**src/rtl/fpnew_lane_sequencer.sv**
```systemverilog
`default_nettype none
// ============================================================================
// Module   : fpnew_lane_sequencer
// Brief    : Runs a vectorial FP op lane by lane over NumUnits physical units,
//            then returns one assembled result. Option: FPNEW_LANE_SEQ_STALL_CNT_EN
// Revision : 1.0 - initial release
// ============================================================================
module fpnew_lane_sequencer #(
    parameter int unsigned Width         = 64,
    parameter int unsigned FpWidth       = 16,
    parameter int unsigned NumUnits      = 2,
    parameter int unsigned NumOperands   = 3,
    parameter int unsigned TagWidth      = 8,
    parameter bit          EnableVectors = 1'b1
) (
    input  logic                                   clk_i,
    input  logic                                   rst_i,
    input  logic [NumOperands*Width-1:0]           operands_i,
    input  logic [NumOperands-1:0]                 is_boxed_i,
    input  logic                                   vectorial_op_i,
    input  logic [TagWidth-1:0]                    tag_i,
    input  logic                                   in_valid_i,
    output logic                                   in_ready_o,
    input  logic                                   flush_i,
    output logic [Width-1:0]                       result_o,
    output logic [4:0]                             status_o,
    output logic                                   extension_bit_o,
    output logic [TagWidth-1:0]                    tag_o,
    output logic                                   out_valid_o,
    input  logic                                   out_ready_i,
    output logic                                   busy_o,
    output logic [NumUnits*NumOperands*FpWidth-1:0] unit_operands_o,
    output logic [NumUnits*NumOperands-1:0]        unit_is_boxed_o,
    output logic [NumUnits-1:0]                    unit_valid_o,
    input  logic [NumUnits-1:0]                    unit_ready_i,
    input  logic [NumUnits*FpWidth-1:0]            unit_result_i,
    input  logic [NumUnits*5-1:0]                  unit_status_i,
    input  logic [NumUnits-1:0]                    unit_ext_bit_i,
    input  logic [NumUnits-1:0]                    unit_out_valid_i,
    output logic [NumUnits-1:0]                    unit_out_ready_o,
    output logic                                   unit_flush_o,
    output logic [31:0]                            stall_cnt_o
);
    localparam int unsigned NUM_LANES = Width / FpWidth;
    localparam int unsigned BEATS     = (NUM_LANES + NumUnits - 1) / NumUnits;
    localparam int unsigned BW        = $clog2(BEATS + 1);
    localparam int unsigned LW        = $clog2(BEATS * NumUnits + 1);

    typedef enum logic [1:0] {
        S_IDLE = 2'd0,
        S_RUN  = 2'd1,
        S_DONE = 2'd2
    } state_e;

    state_e                       r_state;
    logic [NumOperands*Width-1:0] r_ops;
    logic [NumOperands-1:0]       r_boxed;
    logic                         r_vec;
    logic [TagWidth-1:0]          r_tag;
    logic [BW-1:0]                r_iss_beat;
    logic [BW-1:0]                r_col_beat;
    logic [NumUnits-1:0]          r_iss_mask;
    logic [NumUnits-1:0]          r_col_mask;
    logic [Width-1:0]             r_result;
    logic [4:0]                   r_status;
    logic                         r_ext;

    logic [BW-1:0]       w_beats_eff;
    logic [LW-1:0]       w_iss_lane [NumUnits];
    logic [LW-1:0]       w_iss_sel  [NumUnits];
    logic [LW-1:0]       w_col_lane [NumUnits];
    logic [NumUnits-1:0] w_iss_act, w_col_act, w_iss_acc, w_issued, w_cap;
    logic [4:0]          w_cap_status;
    logic                w_iss_adv, w_col_adv, w_col_last;
    logic                w_unused_ext;

    assign w_beats_eff  = r_vec ? BW'(BEATS) : BW'(1);
    assign w_unused_ext = ^unit_ext_bit_i;

    // A unit is active in a beat when its lane exists; scalar ops only use lane 0.
    always_comb begin
        for (int u = 0; u < NumUnits; u++) begin
            w_iss_lane[u] = LW'(r_iss_beat) * LW'(NumUnits) + LW'(u);
            w_col_lane[u] = LW'(r_col_beat) * LW'(NumUnits) + LW'(u);
            w_iss_act[u]  = (r_state == S_RUN) && (r_iss_beat < w_beats_eff)
                            && (w_iss_lane[u] < LW'(NUM_LANES))
                            && (r_vec || (w_iss_lane[u] == '0));
            w_col_act[u]  = (r_state == S_RUN) && (r_col_beat < w_beats_eff)
                            && (w_col_lane[u] < LW'(NUM_LANES))
                            && (r_vec || (w_col_lane[u] == '0));
            w_iss_sel[u]  = w_iss_act[u] ? w_iss_lane[u] : '0;
        end
    end

    assign unit_valid_o = w_iss_act & ~r_iss_mask;
    assign w_iss_acc    = unit_valid_o & unit_ready_i;
    assign w_iss_adv    = (w_iss_act != '0) && ((w_iss_act & ~(r_iss_mask | w_iss_acc)) == '0);

    // Units return in order, so a unit may deliver once its beat has been issued to it.
    assign w_issued         = (r_col_beat < r_iss_beat) ? '1 : (r_iss_mask | w_iss_acc);
    assign unit_out_ready_o = w_col_act & ~r_col_mask & w_issued;
    assign w_cap            = unit_out_ready_o & unit_out_valid_i;
    assign w_col_adv        = (w_col_act != '0) && ((w_col_act & ~(r_col_mask | w_cap)) == '0);
    assign w_col_last       = w_col_adv && (r_col_beat == w_beats_eff - BW'(1));

    always_comb begin
        unit_operands_o = '0;
        unit_is_boxed_o = '0;
        w_cap_status    = '0;
        for (int u = 0; u < NumUnits; u++) begin
            for (int k = 0; k < NumOperands; k++) begin
                unit_operands_o[(u*NumOperands + k)*FpWidth +: FpWidth] =
                    r_ops[k*Width + int'(w_iss_sel[u])*FpWidth +: FpWidth];
            end
            unit_is_boxed_o[u*NumOperands +: NumOperands] = r_vec ? '1 : r_boxed;
            if (w_cap[u]) begin
                w_cap_status = w_cap_status | unit_status_i[u*5 +: 5];
            end
        end
    end

    always_ff @(posedge clk_i) begin
        if (rst_i) begin
            r_state    <= S_IDLE;
            r_ops      <= '0;
            r_boxed    <= '0;
            r_vec      <= 1'b0;
            r_tag      <= '0;
            r_iss_beat <= '0;
            r_col_beat <= '0;
            r_iss_mask <= '0;
            r_col_mask <= '0;
            r_result   <= '0;
            r_status   <= '0;
            r_ext      <= 1'b0;
        end else if (flush_i) begin
            r_state    <= S_IDLE;
            r_iss_beat <= '0;
            r_col_beat <= '0;
            r_iss_mask <= '0;
            r_col_mask <= '0;
        end else begin
            case (r_state)
                S_IDLE: begin
                    if (in_valid_i) begin
                        r_ops      <= operands_i;
                        r_boxed    <= is_boxed_i;
                        r_vec      <= vectorial_op_i & EnableVectors;
                        r_tag      <= tag_i;
                        r_iss_beat <= '0;
                        r_col_beat <= '0;
                        r_iss_mask <= '0;
                        r_col_mask <= '0;
                        r_result   <= '0;
                        r_status   <= '0;
                        r_ext      <= 1'b0;
                        r_state    <= S_RUN;
                    end
                end
                S_RUN: begin
                    if (w_iss_adv) begin
                        r_iss_beat <= r_iss_beat + BW'(1);
                        r_iss_mask <= '0;
                    end else begin
                        r_iss_mask <= r_iss_mask | w_iss_acc;
                    end
                    if (w_col_adv) begin
                        r_col_beat <= r_col_beat + BW'(1);
                        r_col_mask <= '0;
                    end else begin
                        r_col_mask <= r_col_mask | w_cap;
                    end
                    for (int u = 0; u < NumUnits; u++) begin
                        if (w_cap[u]) begin
                            r_result[int'(w_col_lane[u])*FpWidth +: FpWidth] <=
                                unit_result_i[u*FpWidth +: FpWidth];
                        end
                    end
                    r_status <= r_status | w_cap_status;
                    if (w_cap[0] && (r_col_beat == '0)) begin
                        r_ext <= unit_ext_bit_i[0];
                    end
                    if (w_col_last) begin
                        r_state <= S_DONE;
                    end
                end
                S_DONE: begin
                    if (out_ready_i) begin
                        r_state    <= S_IDLE;
                        r_iss_beat <= '0;
                        r_col_beat <= '0;
                    end
                end
                default: r_state <= S_IDLE;
            endcase
        end
    end

    // Scalar results replicate the lane-0 extension bit (NaN-box or sign-extend).
    generate
        if (Width > FpWidth) begin : g_ext
            assign result_o = r_vec ? r_result
                                    : {{(Width-FpWidth){r_ext}}, r_result[FpWidth-1:0]};
        end else begin : g_noext
            assign result_o = r_result;
        end
    endgenerate

    assign in_ready_o      = (r_state == S_IDLE) && !flush_i;
    assign out_valid_o     = (r_state == S_DONE);
    assign busy_o          = (r_state != S_IDLE);
    assign status_o        = r_status;
    assign extension_bit_o = r_ext;
    assign tag_o           = r_tag;
    assign unit_flush_o    = flush_i;

`ifdef FPNEW_LANE_SEQ_STALL_CNT_EN
    logic [31:0] r_stall_cnt;

    always_ff @(posedge clk_i) begin
        if (rst_i) begin
            r_stall_cnt <= '0;
        end else if ((r_state == S_RUN) && ((unit_valid_o & ~unit_ready_i) != '0)
                     && (r_stall_cnt != 32'hFFFF_FFFF)) begin
            r_stall_cnt <= r_stall_cnt + 32'd1;
        end
    end

    assign stall_cnt_o = r_stall_cnt;
`else
    assign stall_cnt_o = 32'd0;
`endif

endmodule
`default_nettype wire

```
**config.mk**
```make
export PLATFORM = sky130hd
export DESIGN_NAME = fpnew_lane_sequencer
export DESIGN_NICKNAME = d
export VERILOG_FILES = /design/src/rtl/fpnew_lane_sequencer.sv
export SDC_FILE = /design/constraint.sdc
export NUM_CORES = 1
export LEC_CHECK = 0
export BUFFER_PORTS_ARGS = -buffer_cell sky130_fd_sc_hd__buf_2
export CAP_MARGIN = 20
export CORE_AREA = 3 3 183 185
export DETAILED_ROUTE_END_ITERATION = 10
export DIE_AREA = 0 0 186 188
export PLACE_DENSITY_LB_ADDON = 0.1
export SLEW_MARGIN = 20
export SYNTH_ARGS = -nofsm -noshare
export SYNTH_HDL_FRONTEND = slang
export SYNTH_SLANG_ARGS = --single-unit
```
**constraint.sdc**
```tcl
create_clock -name clk_i -period 3.6 [get_ports clk_i]
set_input_delay 0.18 -clock clk_i [delete_from_list [all_inputs] [get_ports clk_i]]
set_output_delay 0.18 -clock clk_i [all_outputs]
set_load 0.02 [all_outputs]
```
Word level (Yosys, flattened, before mapping)
Cells that the tools add are included.
{ "word_totals": {"regBits": 284, "inputBits": 257, "elab_cells": 141, "output_inout_bits": 220} }
{ "classes": {"eq_ne": 9, "n_addsub": 11, "shifts": 10, "magnitude_cmp": 7, "bitwise": 16, "reduce_logical": 41, "muxes": 35} }
{ "ops": {"columns": ["operator", "n"], "rows": [
  ["$mux W64", 7],
  ["$shiftx A192 B10 Y16", 2],
  ["$shiftx A192 B8 Y16", 2],
  ["$shiftx A192 B9 Y16", 2],
  ["$bwmux W64", 2],
  ["$pmux W64 S2", 1],
  ["$shift A16 B34 Y64 const A", 2],
  ["$shiftx A16 B34 Y64", 2],
  ["$neg A7 Y34", 2],
  ["$mux W2", 10],
  ["$add A8 B7 Y9 const A", 2],
  ["$pmux W2 S3", 3],
  ["$add A7 B7 Y8 const A", 2],
  ["$logic_and A1 B1 Y1", 15],
  ["$mux W5", 3],
  ["$and A2 B2 Y2", 7],
  ["$logic_not A3 Y1", 4],
  ["$lt A3 B3 Y1 const B", 4],
  ["$reduce_and A4 Y1", 3],
  ["$or A5 B5 Y5", 2],
  ["$pmux W5 S2", 1],
  ["$mux W3", 3],
  ["$reduce_and A3 Y1", 3],
  ["$logic_not A2 Y1", 4],
  ["other kinds (21)", 41]
]} }

Logic depth before layout (Yosys ltp)
Gate-level depths: netlist of run 1.
{ "logic_depth": {"depth_word": 19, "mapped_depth": 10} }

Worst setup path before layout of run 1
No wires, ideal clock.
{ "synth_path": {"path_type": "reg-to-output", "from": "register r_vec", "to": "output unit_operands_o[0]", "t_arrival_ps": 2698, "path_slack_ps": 722, "required_time_ps": 3420, "path_stages_with_launch": 10, "cell_sequence": "dfxtp_1 clkbuf_1 inv_1 ha_1 nor4b_2 o211a_1 and2_1 buf_2 buf_2 mux2_2"} }
{ "synth_between": {"elab_chain_len": 7, "word_cells_on_any_way": 8, "classes_between": "order compare: 1; shift: 1; mux: 2; reduce/logical: 4"} }
{ "synth_lines": {"columns": ["item", "line", "source"], "rows": [
  ["from (decl)", "58", "logic r_vec;"],
  ["from (signal assigned)", "148", "r_vec <= vectorial_op_i & EnableVectors;"],
  ["$mux W2", "77", "assign w_beats_eff = r_vec ? BW'(BEATS) : BW'(1);"],
  ["$lt A2 B2 Y1", "85", "w_iss_act[u] = (r_state == S_RUN) && (r_iss_beat < w_beats_eff)"],
  ["$logic_and A1 B1 Y1", "85", null],
  ["$logic_and A1 B1 Y1", "86", "&& (w_iss_lane[u] < LW'(NUM_LANES))"],
  ["$logic_and A1 B1 Y1 *", "87", "&& (r_vec || (w_iss_lane[u] == '0));"],
  ["$mux W3 *", "91", "w_iss_sel[u] = w_iss_act[u] ? w_iss_lane[u] : '0;"],
  ["$shiftx A192 B8 Y16 *", "113", "r_ops[k*Width + int'(w_iss_sel[u])*FpWidth +: FpWidth];"],
  ["to (decl)", "32", "output logic [NumUnits*NumOperands*FpWidth-1:0] unit_operands_o,"]
]} }
Mark *: on every way between the ends. The rest lies on a longest branch, timed or not.

Final worst setup path of run 1
{ "layout_path": {"from": "register r_vec", "to": "output unit_operands_o[23]"} }
{ "layout_between": {"elab_chain_len": 8, "word_cells_on_any_way": 9, "classes_between": "add/sub: 1; order compare: 1; shift: 1; mux: 2; reduce/logical: 4"} }
{ "layout_lines": {"columns": ["item", "line"], "rows": [
  ["$mux W2", "77"],
  ["$lt A2 B2 Y1", "85"],
  ["$logic_and A1 B1 Y1", "85"],
  ["$logic_and A1 B1 Y1", "86"],
  ["$logic_and A1 B1 Y1 *", "87"],
  ["$mux W3 *", "91"],
  ["$add A7 B7 Y8 *", "113"],
  ["$shiftx A192 B9 Y16 *", "113"]
]} }
Marked as above.

==> metrics.txt, run 1 <==
layout cell share with drive strength beyond 1=27.1%; DIE HEIGHT=between 150 and 200 um; Post-Synth Adder-Cell Area=0.690%; CP endpoint kind=primary output; Detail Placement HPWL=roughly 28 mm; Skew-Pair Late Insertion Delay=0.55 ns; Max Cap Violations=0; final wirelength=approximately 44 mm; area fraction in compound gates after synthesis=approximately 17%; total power=7.34 mW; worst slew pin tran=between 1 and 1.5 ns; RSZ-0062 raised after global routing=false; worst reg2reg path startpoint=r_vec$_SDFFE_PP0P_; post-route insts no fill=2625; Synth Area in Simple Gates=between 20 and 25%; GR Util All Layers=between 20% and 30%; Remaining Overflow, GRT=0; Worst IR Drop VDD=about 0.34 mV; cell total after placement=2324; Core Region=between 30000 and 40000 um^2; Root Driver=clkbuf_16; status=finished clean; Syn Inst Count=1600; Critical Path Max Stage Delay=roughly 0.4 ns; Period minus WS final=about 3.3 ns; Synth area leader=dfxtp_1; Filler Cell Count=3025; P per Cell Area=~400 nW/um^2; Total Die Area=around 35000 um^2; Synth Area per Inst=between 7 and 8 um^2; Ant. Diodes=0; Inserted Clock Buffers=31; number of H-tree levels=1; setup violators final=0; fmax=roughly 0.3 GHz; Pleak=roughly 8.3 nW; top_reg_cell synth=dfxtp_1; arrival time worst endpoint=~3 ns; total I/O pin count=between 400 and 500; Crit path max-delay family=buffers and inverters; Initial Utilization=between 30% and 40%; Site Rows=66; RD Place Congestion=between 0.8 and 0.9; asr flop ratio synth=0%; via count=13172; First-pass DRT Iterations=5; first-pass GRT wire length=between 60 and 70 mm; post-synthesis cell type count=60; Crit path top cell by count=buf_4; Ys Warns=0; top cells by count, synth=nand2_1 (562), dfxtp_1 (284), a21oi_1 (215), clkbuf_1 (103), o21ai_0 (55); CP startpoint=r_vec$_SDFFE_PP0P_; drt drc=0; wire per inst=approximately 17 um; Final Net Count=2462; largest net degree at the start of global routing=approximately 210; kind of critical path=reg2out; final critical-path share of the clock period=approximately 90%; reg-to-reg setup timing slack=approximately 0.64 ns; number of synthesized flops with an enable pin=0; top-count cell post-synth=nand2_1; Slowest-stage cell, CP=buf_4; Slew Limit Headroom=a little under a quarter; vias per cell=5.02; cells along the critical path=inv_1 -> ha_1 -> nor4b_2 -> buf_4 -> o211a_1 -> and2_2 -> buf_4 -> mux2_2 -> buf_2; remaining antenna violation count=0; largest family of logic cells by synthesized area=simple AND/OR/NAND/NOR gates; Worst Hold Class=in2reg; synthesis-to-layout area growth=44.3%; Clock Path Buffers=3; worst clock skew=between 0.01 and 0.015 ns; critical path peak fanout=32; # port buffers=~440; post-synthesis mux area share=a little over 8%; endpoints failing hold=0; hold path start=rst_i; Die X=186 um; clock sinks=around 280; Critical Path Start Type=flop; final slew viol count=0; setup TNS=0 ns; number of DRC markers in iteration 0=~790; Seq/Total Area, Yosys=roughly 45%; clk slew on worst S/H paths=0.06 ns; Synth top area share=between 40% and 50%; Mapped Area=~13000 um^2; register bit total from synthesis=~280; top cells by area, synth=dfxtp_1 (45%), nand2_1 (17%), a21oi_1 (8.5%); initial antenna violation count=1; vias in the first global route=about 13000; post-synthesis xor/xnor area fraction=0%; CTS resizes=0; data required time of the critical path=3.42 ns; CTS tree=yes; Buf+Inv Stages, Crit Path=4
==> per-layer routing <==
metal	vias up	global-route usage [%]	routed length [um]
li1	6498	-	-
met1	6098	29.2	18500
met2	474	41.4	21100
met3	100	4.23	2770
met4	2	7.85	1650
met5	-	0	13
==> timing repair <==
item / CTS / global route
hold endpoints to repair: 275 / 0
hold buffers: 249 / 0
buffers inserted: 0 / 0
==> layout make-up <==
cell class	instances	area (um^2)	area share, %
clock buffers	49	923	5.04
flip-flops and latches	284	5690	31.1
multi-input cells	1164	6220	34.0
well taps	408	510	2.79
inverters	8	30.0	0.164
clock inverters	3	42.5	0.232
repair buffers	709	4890	26.7
==> sequential cells by signal, summed over array words and instances (netlist names), 3 cells and up <==
name,count
status_o,5
r_ops,192
tag_o,8
r_result,64
r_boxed,3
==> logic make-up after synthesis <==
kind of cell | count (synthesis)
other cells | 1
mux | 96
flops | 284
compound gates | 366
buf+inv | 183
simple gates | 663
fa+ha+maj | 7
==> worst register-to-register path, cell delays in order, from the launching register on <==
cell and delay [ns]:
dfxtp_2 0.37, inv_1 0.12, ha_1 0.22, or4b_4 0.51
or3_4 0.43, a211oi_4 0.16, buf_4 0.24, a22o_1 0.17
dlygate4sd3_1 0.56, a22o_1 0.12
==> final timing paths <==
path              cells after the start                        to
setup / recovery                      9       unit_operands_o[23]
hold / removal                        2   r_boxed[2]$_SDFFE_PP0P_
setup reg to reg                      9  status_o[0]$_SDFFE_PP0P_
hold reg to reg                       2     tag_o[2]$_SDFFE_PP0P_
==> metrics by stage <==
step                cell area [um^2]  setup slack [ns]  utilization [%]  hold WS, ns
floorplan                      12800             0.722                -        0.305
global placement               14900             0.747             46.1        0.413
detailed placement             14900             0.730             46.1        0.414
CTS                            18300             0.299             56.8       0.0911
global route                   18300             0.196             56.9        0.116
finish                         18300             0.345             56.9       0.0968
==> where the power goes <==
part | internal, mW | total [mW] | switching, mW
Combinational | 0.449 | 0.975 | 0.526
Sequential | 3.25 | 3.31 | 0.0634
Clock | 1.80 | 3.05 | 1.25
==> cells in the final DEF (no fill, tap or decap), types with 32 or more instances in the layout <==
master,count
nand2_1,561
buf_2,442
dfxtp_1,282
dlygate4sd3_1,249
a21oi_1,215
o21ai_0,55
mux2_2,48
mux2i_1,48
a22o_1,37
and3_1,33
conb_1,32
Note: power is estimated with default switching activity, not from simulation.
==> run 2, diff against run 1 <==
- ABC_AREA: not set -> 1
- CORE_AREA: 3 3 183 185 -> 3 3 184 186
- DIE_AREA: 0 0 186 188 -> 0 0 187 189
==> run 2 against run 1 <==
Synthesized area increased by 0.99%; global-route usage rose by 1.4 points; clock power grew 13%; via count increased by 8.2%; sequential share of layout area shrank 0.23 points; non-clock buffer count is 15 lower; critical path type unchanged; critical endpoint is now unit_operands_o[17].
==> metrics.txt, run 2 <==
Period minus WS final=roughly 3.2 ns; Synth Area in Simple Gates=between 20 and 30%; Synth top area share=between 40% and 50%; setup violators final=0; clk slew on worst S/H paths=0.06 ns; Critical Path Start Type=flop; placed cell area=15000 um^2; Die X=between 150 and 200 um; top cells by area, synth=dfxtp_1 (44%), nor2_1 (11%), o21ai_0 (11%); arrival time worst endpoint=2.99 ns; DIE HEIGHT=189 um; Root Driver=clkbuf_16; most frequent cells in the layout=buf_2 (443), nor2_1 (359), dfxtp_1 (282), nand2_1 (280), o21ai_0 (269); P per Cell Area=~440 nW/um^2; Core Region=between 30000 and 40000 um^2; status=finished clean; Slew Limit Headroom=42.8%; post-synthesis mux area share=0%; area fraction in compound gates after synthesis=between 10% and 20%; final slew viol count=0; worst slew pin tran=~0.86 ns; First-pass DRT Iterations=5; Synth Area per Inst=approximately 7 um^2; CP startpoint=r_vec$_SDFFE_PP0P_; Worst Hold Class=in2reg; commonest non-fill, non-tap cell in the layout=buf_2; Ys Warns=0; number of synthesized flops with an enable pin=0; # port buffers=between 400 and 500; data required time of the critical path=3.42 ns; via count=14252; Setup Fix Bufs, Post-CTS=0; post-route cell area=between 15000 and 20000 um^2; worst clock skew=~0.012 ns; top-count cell post-synth=nor2_1; post-synthesis xor/xnor area fraction=0%; largest net degree at the start of global routing=between 100 and 150; number of DRC markers in iteration 0=slightly above 1000; top cells by count, synth=nor2_1 (361), dfxtp_1 (284), nand2_1 (280), o21ai_0 (269), nand3_1 (124); RSZ-0062 raised after global routing=false; first-pass GRT wire length=73.2 mm; worst reg2reg path startpoint=r_vec$_SDFFE_PP0P_; critical path peak fanout=26; Total Die Area=~35000 um^2; Inserted Clock Buffers=34; Critical R2R Capture=r_result[39]$_SDFFE_PP0P_; Slowest-stage cell, CP=nor2_4; Post-Synth Adder-Cell Area=less than 1%; final critical-path share of the clock period=88.0%; Detail Placement HPWL=~30 mm; Synth area leader=dfxtp_1; Skew-Pair Late Insertion Delay=0.50 ns; max FFs per register=about 190; R2R cell count=10; Initial Utilization=roughly two fifths; wire per inst=16.2 um; synthesis-to-layout area growth=43.9%; number of H-tree levels=2; Worst IR Drop VDD=~0.33 mV; CP endpoint=unit_operands_o[17]; GR Util All Layers=roughly a quarter; asr flop ratio synth=0%; Crit path top cell by count=nand2_1; endpoints failing hold=0; largest family of logic cells by synthesized area=simple AND/OR/NAND/NOR gates; top_reg_cell synth=dfxtp_1; Seq/Total Area, Yosys=between 40 and 50%; Mapped Area=about 13000 um^2; Remaining Overflow, GRT=0; Final Net Count=~2700; Critical Path Max Stage Delay=~0.54 ns; RD Place Congestion=approximately 0.84; Max Cap Violations=0; largest register by flop count=r_ops; CTS resizes=0; Clock Path Buffers=3; Syn Inst Count=between 1500 and 2000; drt drc=0; post-synthesis cell type count=33; register bit total from synthesis=284; vias in the first global route=approximately 14000; total I/O pin count=around 480; Site Rows=66; cells along the critical path=inv_2 -> ha_1 -> inv_1 -> nand2_1 -> nor2_2 -> nand2_1 -> inv_1 -> nand2_1 -> nor2_4 -> buf_4 -> nand2_1 -> o21ai_0 -> buf_2; remaining antenna violation count=0; kind of critical path=reg2out; CTS tree=yes; Filler Cell Count=roughly 3200; Pleak=between 8 and 9 nW; reg-to-reg setup timing slack=~1.1 ns; clock sinks=about 280; CP endpoint kind=primary output; final wirelength=46.6 mm; vias per cell=4.96; setup TNS=0 ns; layout cell share with drive strength beyond 1=a little under a quarter; fmax=0.316 GHz; initial antenna violation count=4
## run 2: cell count changes in the layout (fill, tap and decap cells not counted), moves of 37 or more
cell,delta
a21oi_1,-95
inv_1,+87
nand2_1,-281
o211ai_1,+49
nor2_1,+345
nand3_1,+122
a22o_1,-37
o21ai_0,+214
mux2_2,-48
mux2i_1,-48
## run 2: critical path, delay by kind of cell (launching register included)
family / cells / cell delay [ns]
compound gates: 1 / 0.11
flops: 1 / 0.35
fa+ha+maj: 1 / 0.21
buf+inv: 5 / 0.80
simple gates: 6 / 1.01
## run 2: layout make-up
class / count / area [um^2] / share of cell area (%)
Clock buffer: 53 / 1070 / 5.78
Tap cell: 442 / 553 / 3.00
Multi-Input combinational cell: 1287 / 5920 / 32.1
Clock inverter: 9 / 73.8 / 0.400
Inverter: 104 / 400 / 2.17
Antenna cell: 3 / 7.51 / 0.0407
Sequential cell: 284 / 5690 / 30.8
Timing Repair Buffer: 694 / 4740 / 25.7
## run 2: how the worst min path moves through the flow
stage,from,endpoint,slack [ns],depth (start not counted)
floorplan,is_boxed_i[0],r_boxed[0]$_SDFFE_PP0P_,0.31,2
global placement,operands_i[154],r_ops[154]$_SDFFE_PP0P_,0.40,3
detailed placement,operands_i[41],r_ops[41]$_SDFFE_PP0P_,0.41,3
CTS,unit_result_i[28],r_result[60]$_SDFFE_PP0P_,0.003,5
global route,unit_result_i[22],r_result[22]$_SDFFE_PP0P_,0.03,5
finish,unit_result_i[26],r_result[26]$_SDFFE_PP0P_,0.02,5
## run 2: through the flow
| stage | instances | hold slack [ns] | utilization (%) | setup slack [ns] | total power [mW] |
|---|---|---|---|---|---|
| 6_report | 2876 | 0.0170 | 56.8 | 0.432 | 8.12 |
| 3_3_place_gp | 2582 | 0.401 | 46.2 | 0.930 | 4.51 |
| 5_1_grt | 2875 | 0.0335 | 56.8 | 0.214 | 8.48 |
| 2_1_floorplan | 1862 | 0.315 | - | 1.33 | 4.13 |
| 3_5_place_dp | 2582 | 0.406 | 46.2 | 0.913 | 4.52 |
| 4_1_cts | 2873 | 0.00277 | 56.8 | 0.375 | 8.20 |
## run 2: routing by layer
| layer | global-route usage [%] | wire length (um) | vias up |
|---|---|---|---|
| met2 | 42.1 | 22000 | 553 |
| met1 | 31.7 | 19600 | 6540 |
| met4 | 8.78 | 1510 | 2 |
| li1 | - | - | 7052 |
| met5 | 0 | 13 | - |
| met3 | 5.85 | 3480 | 105 |
## run 2: kinds of logic after synthesis
group / Yosys count
AOI/OAI and AO/OA: 446
adders and majority gates: 7
buffers and inverters: 291
DFF: 284
other: 1
and+or+nand+nor: 802
## run 2: report_power, final
group / switching (mW) / internal [mW]
Combinational: 0.759 / 0.506
Sequential: 0.0789 / 3.32
Clock: 1.34 / 2.11
Total: 2.18 / 5.94
## run 2: repair_timing
item / 4_1_cts / 5_1_grt
hold buffers: 229 / 0
setup endpoints to repair: 0 / 0
endpoints found under the hold margin: 243 / 0
